**config.mk**
```make
export PLATFORM = sky130hd
export DESIGN_NAME = cache_line_fill
export DESIGN_NICKNAME = d
export VERILOG_FILES = /design/src/rtl/iob_cache_fill_pkg.sv /design/src/rtl/line_fill_counter.sv /design/src/rtl/cache_line_fill.sv
export SDC_FILE = /design/constraint.sdc
export NUM_CORES = 1
export LEC_CHECK = 0
export BUFFER_PORTS_ARGS = -buffer_cell sky130_fd_sc_hd__buf_2
export CAP_MARGIN = 5
export CORE_ASPECT_RATIO = 1.25
export CORE_MARGIN = 1
export CORE_UTILIZATION = 40
export DETAILED_ROUTE_END_ITERATION = 8
export HOLD_SLACK_MARGIN = 0.12
export MAX_ROUTING_LAYER = met4
export PLACE_DENSITY = 0.8
export SYNTH_ARGS = -nofsm -noshare
export SYNTH_HDL_FRONTEND = slang
export SYNTH_SLANG_ARGS = --single-unit
```
**constraint.sdc**
```tcl
create_clock -name clk -period 1.7 [get_ports clk]
set_input_delay 0.17 -clock clk [delete_from_list [all_inputs] [get_ports clk]]
set_output_delay 0.17 -clock clk [all_outputs]
set_load 0.005 [all_outputs]
```
**src/rtl/iob_cache_fill_pkg.sv**
```systemverilog
// rtl/iob_cache_fill_pkg.sv - shared state encoding and geometry helpers for the line-fill controller
package iob_cache_fill_pkg;

  typedef enum logic [1:0] {
    IDLE   = 2'd0,
    FETCH  = 2'd1,
    COMMIT = 2'd2
  } fill_state_t;

  function automatic int byte_w(input int be_data_w);
    return $clog2(be_data_w / 8);
  endfunction

  function automatic int words_per_line(input int word_off_w);
    return 1 << word_off_w;
  endfunction

endpackage

```
**src/rtl/line_fill_counter.sv**
```systemverilog
// rtl/line_fill_counter.sv - wrapping word-offset counter plus accepted-word counter for one line fill
module line_fill_counter
  import iob_cache_fill_pkg::*;
#(
  parameter int WORD_OFF_W = 3
) (
  input  logic                  clk,
  input  logic                  reset,
  input  logic                  load,
  input  logic [WORD_OFF_W-1:0] load_val,
  input  logic                  en,
  output logic [WORD_OFF_W-1:0] word_cnt,
  output logic                  first,
  output logic                  last
);

  localparam int WORDS = words_per_line(WORD_OFF_W);

  // word_cnt addresses memory and may start mid-line; done_cnt always counts from zero
  logic [WORD_OFF_W-1:0] done_cnt;

  always_ff @(posedge clk or posedge reset) begin
    if (reset) begin
      word_cnt <= '0;
      done_cnt <= '0;
    end else if (load) begin
      word_cnt <= load_val;
      done_cnt <= '0;
    end else if (en) begin
      word_cnt <= word_cnt + 1'b1;
      done_cnt <= done_cnt + 1'b1;
    end
  end

  assign first = (done_cnt == '0);
  assign last  = (done_cnt == WORD_OFF_W'(WORDS - 1));

endmodule

```
**src/rtl/cache_line_fill.sv**
```systemverilog
// rtl/cache_line_fill.sv - iob-cache back-end line-fill controller (victim way fill, tag commit, LRU update)
// Optional IOB_CACHE_CRITICAL_WORD_FIRST_EN: fetch starts at the requested word and wraps.
module cache_line_fill
  import iob_cache_fill_pkg::*;
#(
  parameter int FE_ADDR_W  = 32,
  parameter int BE_DATA_W  = 32,
  parameter int N_WAYS     = 8,
  parameter int NWAY_W     = $clog2(N_WAYS),
  parameter int LINE_OFF_W = 7,
  parameter int WORD_OFF_W = 3,
  parameter int BYTE_W     = byte_w(BE_DATA_W)
) (
  input  logic                  clk,
  input  logic                  reset,
  input  logic                  fill_req,
  input  logic [FE_ADDR_W-1:0]  fill_addr,
  input  logic [N_WAYS-1:0]     fill_way,
  output logic                  fill_busy,
  output logic                  fill_done,
  output logic                  fill_crit_valid,
  output logic                  mem_valid,
  output logic [FE_ADDR_W-1:0]  mem_addr,
  input  logic                  mem_ready,
  input  logic [BE_DATA_W-1:0]  mem_rdata,
  output logic                  line_wr_en,
  output logic [N_WAYS-1:0]     line_wr_way,
  output logic [LINE_OFF_W-1:0] line_wr_index,
  output logic [WORD_OFF_W-1:0] line_wr_word,
  output logic [BE_DATA_W-1:0]  line_wr_data,
  output logic                  tag_wr_en,
  output logic                  repl_write_en,
  output logic [N_WAYS-1:0]     repl_way_hit
);

`ifdef IOB_CACHE_CRITICAL_WORD_FIRST_EN
  localparam bit CRIT_FIRST = 1'b1;
`else
  localparam bit CRIT_FIRST = 1'b0;
`endif

  // tag and index bits of the missed line, kept together as the line's base address
  localparam int LINE_ADDR_W = FE_ADDR_W - BYTE_W - WORD_OFF_W;

  fill_state_t state, state_nxt;

  logic [N_WAYS-1:0]      way_q;
  logic [LINE_ADDR_W-1:0] line_addr_q;
  logic [WORD_OFF_W-1:0]  word_cnt;
  logic [WORD_OFF_W-1:0]  start_word;
  logic                   accept;
  logic                   beat;
  logic                   first_word;
  logic                   last_word;

  assign accept     = (state == IDLE) && fill_req;
  assign beat       = (state == FETCH) && mem_ready;
  assign start_word = CRIT_FIRST ? fill_addr[BYTE_W +: WORD_OFF_W] : '0;

  line_fill_counter #(
    .WORD_OFF_W(WORD_OFF_W)
  ) u_counter (
    .clk      (clk),
    .reset    (reset),
    .load     (accept),
    .load_val (start_word),
    .en       (beat),
    .word_cnt (word_cnt),
    .first    (first_word),
    .last     (last_word)
  );

  always_ff @(posedge clk or posedge reset) begin
    if (reset) begin
      state <= IDLE;
    end else begin
      state <= state_nxt;
    end
  end

  always_ff @(posedge clk or posedge reset) begin
    if (reset) begin
      way_q       <= '0;
      line_addr_q <= '0;
    end else if (accept) begin
      way_q       <= fill_way;
      line_addr_q <= fill_addr[FE_ADDR_W-1:BYTE_W+WORD_OFF_W];
    end
  end

  always_comb begin
    state_nxt = state;
    case (state)
      IDLE:    if (fill_req) state_nxt = FETCH;
      FETCH:   if (mem_ready && last_word) state_nxt = COMMIT;
      COMMIT:  state_nxt = IDLE;
      default: state_nxt = IDLE;
    endcase
  end

  always_comb begin
    fill_busy       = 1'b0;
    fill_done       = 1'b0;
    fill_crit_valid = 1'b0;
    mem_valid       = 1'b0;
    line_wr_en      = 1'b0;
    tag_wr_en       = 1'b0;
    repl_write_en   = 1'b0;
    repl_way_hit    = '0;
    mem_addr        = {line_addr_q, word_cnt, {BYTE_W{1'b0}}};
    line_wr_way     = way_q;
    line_wr_index   = line_addr_q[LINE_OFF_W-1:0];
    line_wr_word    = word_cnt;
    line_wr_data    = mem_rdata;
    case (state)
      FETCH: begin
        fill_busy       = 1'b1;
        mem_valid       = 1'b1;
        line_wr_en      = mem_ready;
        fill_crit_valid = mem_ready && CRIT_FIRST && first_word;
      end
      COMMIT: begin
        fill_busy     = 1'b1;
        fill_done     = 1'b1;
        tag_wr_en     = 1'b1;
        repl_write_en = 1'b1;
        repl_way_hit  = way_q;
      end
      default: ;
    endcase
  end

endmodule

```
==> metrics.md <==
| Metric | Value |
|---|---|
| Run status | `complete, no violations` |
| Clock root buffer | `clkbuf_8` |
| Routed wire length | `approximately 4500 um` |
| NumNets Final | `354` |
| Power, Total | `approximately 4.6 mW` |
| Global-route wire length before repair | `between 6000 and 7000 um` |
| Deepest clock path buffer count | `2` |
| Hold WC Path Type | `input port to flop` |
| Required time of the critical path | `~1500 ps` |
| Fillers | `between 400 and 500` |
| Critical Path AT | `1450 ps` |
| #FFs+latches synth | `43` |
| Crit end category | `output port` |
| Die area | `a little over 0.006 mm2` |
| Ys async rst share | `between 90% and 100%` |
| Core area | `~0.0055 mm2` |
| Crit share post-route | `95.2%` |
| Total CTS buffers | `5` |
| Largest stage delay, worst path | `between 300 and 400 ps` |
| Slowest stage cell, crit path | `dfrtp_1` |
| Avg Vias per Cell | `about 4.5` |
| Hold_ws | `around 190 ps` |
| Cell count after placement | `292` |
| Share of cells above drive strength 1 | `55.0%` |
| Setup repair bufs after CTS | `0` |
| Setup CP Type | `flop to output port` |
| CTS tree | `done` |
| Place WS | `between 150 and 200 ps` |
| PwrDens | `about 1500 mW/mm2` |
| DRC | `0` |
| Peak supply drop | `around 0.7 mV` |
| Ports | `173` |
| Unrepaired setup endpoints after global routing | `yes` |
| Seq. cell area | `0.00108 mm2` |
| Delay-heaviest family, CP | `flip-flops` |
| Clk Latency, worst-skew pair | `between 200 and 300 ps` |
| Final Hold Vio Count | `0` |
| Routability cong. | `a little over 0.7` |
| N_diodes | `0` |
| Maximum net fanout on the critical path | `8` |
| Mapped Area | `roughly 0.0023 mm2` |
| Gr usage total | `~15%` |
| Worst path cell trace | `inv_1 -> ha_2 -> nand2_1 -> inv_1 -> buf_2` |
| Final cell utilization of the core | `a little over half` |
| Site Rows | `30` |
| CP Launch Type | `flop` |
| Overflow left after global routing | `0` |
| Antenna-violating nets left | `0` |
| Via Count | `about 1500` |
| Clk_skew | `roughly 5.5 ps` |
| Crit path top cell by count | `inv_1` |
| Initial antenna violation count | `0` |
| Initial DRC Count | `58` |
| Die Ht | `~87 um` |
| WL per Instance | `13.5 um` |
| Dominant synthesized flop cell | `dfrtp_1` |
| EDFF count, synth | `0` |
| Syn Inst Count | `between 150 and 200` |
| CTS HTree Levels | `2` |
| Final min period | `1620 ps` |
| PortBufs | `100` |
| Cell Area, Placed | `0.00253 mm2` |
| Setup ws final | `roughly 80 ps` |
| Layout Cells excl Fill | `~340` |
| DIE WIDTH | `~70 um` |
| Slew Viols, Final | `0` |
| Number of max-cap violations | `0` |
| R2R setup slack | `between 150 and 200 ps` |
| Final instance area | `0.00300 mm2` |
| Clock Pin Slew Worst Setup and Hold Paths | `roughly 80 ps` |
| Final HPWL from detailed placement | `around 2900 um` |
| Area growth, synth to finish | `29.0%` |
| Area occupied by multi-input gates | `808 um2` |
| Vias in the first global route | `~1500` |
| Register area share after synthesis | `approximately 46%` |
| Setup Viol. Count Final | `0` |
| Netlist cell types | `19` |
| DRT Pass-1 Iters | `2` |
| Largest net degree at the start of global routing | `24` |
| Fmax achieved | `approximately 600 MHz` |
| Lkg Pwr | `1.58 nW` |
| Initial core utilization | `42.1%` |
| Setup TNS after final layout | `0 ps` |
| Worst path bufs/invs | `3` |
| Avg Cell Area, Syn | `approximately 13 um2` |
| Yosys warnings | `0` |
| CTS Sinks | `43` |
[cell type report]
type / instances / area share (%)
sequential: 43 / 35.9
multi-input combinational: 77 / 27.0
inverter: 4 / 0.501
tap: 64 / 2.67
clock inverter: 1 / 1.00
clock buffer: 6 / 2.42
timing repair buffer: 140 / 30.6
[power by group]
group	total (mW)	internal [mW]	switching (mW)
Combinational	1.99	1.27	0.720
Clock	0.739	0.430	0.309
Sequential	1.83	1.52	0.315
[sequential cells by signal (all words and copies together), names as in the netlist]
| register | flops |
|---|---|
| line_addr_q | 27 |
| line_wr_way | 8 |
| u_counter.done_cnt | 3 |
| u_counter.word_cnt | 3 |
| state | 2 |
[cells by family (layout without fill, tap and decap cells)]
group           Yosys count  in the layout  synth area share (%)
compound gates            6              6                  1.40
xor+xnor                  3              3                  1.13
fa+ha+maj                 7              7                  3.77
buf+inv                  56            151                  19.4
flops                    43             43                  46.3
mux                      36             36                  22.9
other cells               1              3                 0.161
simple gates             22             22                  4.95
[cells in the final DEF, fill, tap and decap left out, drive strengths merged, types with 3 or more instances in the layout]
cell and instances:
nand3 4, mux2 36, xor2 3, dfrtp 43, inv 4, buf 104
nand2 5, and2 9, ha 7, conb 3, clkbuf 6, a21oi 4
nor2 3, dlygate4sd3 36
[path summary, 6_finish.rpt]
path	from	endpoint	depth (start not counted)
worst max-delay path	state[1]$_DFFE_PP0P_	line_wr_en	5
worst min-delay path	mem_ready	u_counter.word_cnt[1]$_DFFE_PP0P_	3
worst max register to register	state[0]$_DFFE_PP0P_	line_addr_q[21]$_DFFE_PP0P_	5
worst min register to register	line_addr_q[21]$_DFFE_PP0P_	line_addr_q[21]$_DFFE_PP0P_	1
max in group asynchronous	reset	line_addr_q[26]$_DFFE_PP0P_	4
min in group asynchronous	reset	line_addr_q[8]$_DFFE_PP0P_	3
[repair_timing]
action                                  in CTS  in global routing
endpoints found under the setup margin       1                  5
hold endpoints to repair                    51                  2
gates resized for setup                      1                  0
hold buffers                                34                  2
cloned                                       0                  0
pin swaps                                    0                  0
[worst min-delay path: stages]
cell,delay (ps)
buf_2,130
nand3_1,80
a21oi_1,50
[metal layers]
metal / track usage [%] / vias to the layer above / part of all wire [%]
met5: - / - / 0
met4: 5.64 / 0 / 1.8
met3: 5.09 / 13 / 6.6
met2: 26.9 / 71 / 54
met1: 14.9 / 720 / 38
li1: - / 708 / -
[synth_stat cells, drive strengths merged, types with 3 or more instances]
cell type | n | share of area, %
a21oi | 4 | 0.86
and2 | 9 | 2.5
buf | 52 | 19
dfrtp | 43 | 46
ha | 7 | 3.8
inv | 4 | 0.65
mux2 | 36 | 23
nand2 | 5 | 0.81
nand3 | 4 | 0.86
nor2 | 3 | 0.48
xor2 | 3 | 1.1
(Power assumes the default switching activity.)
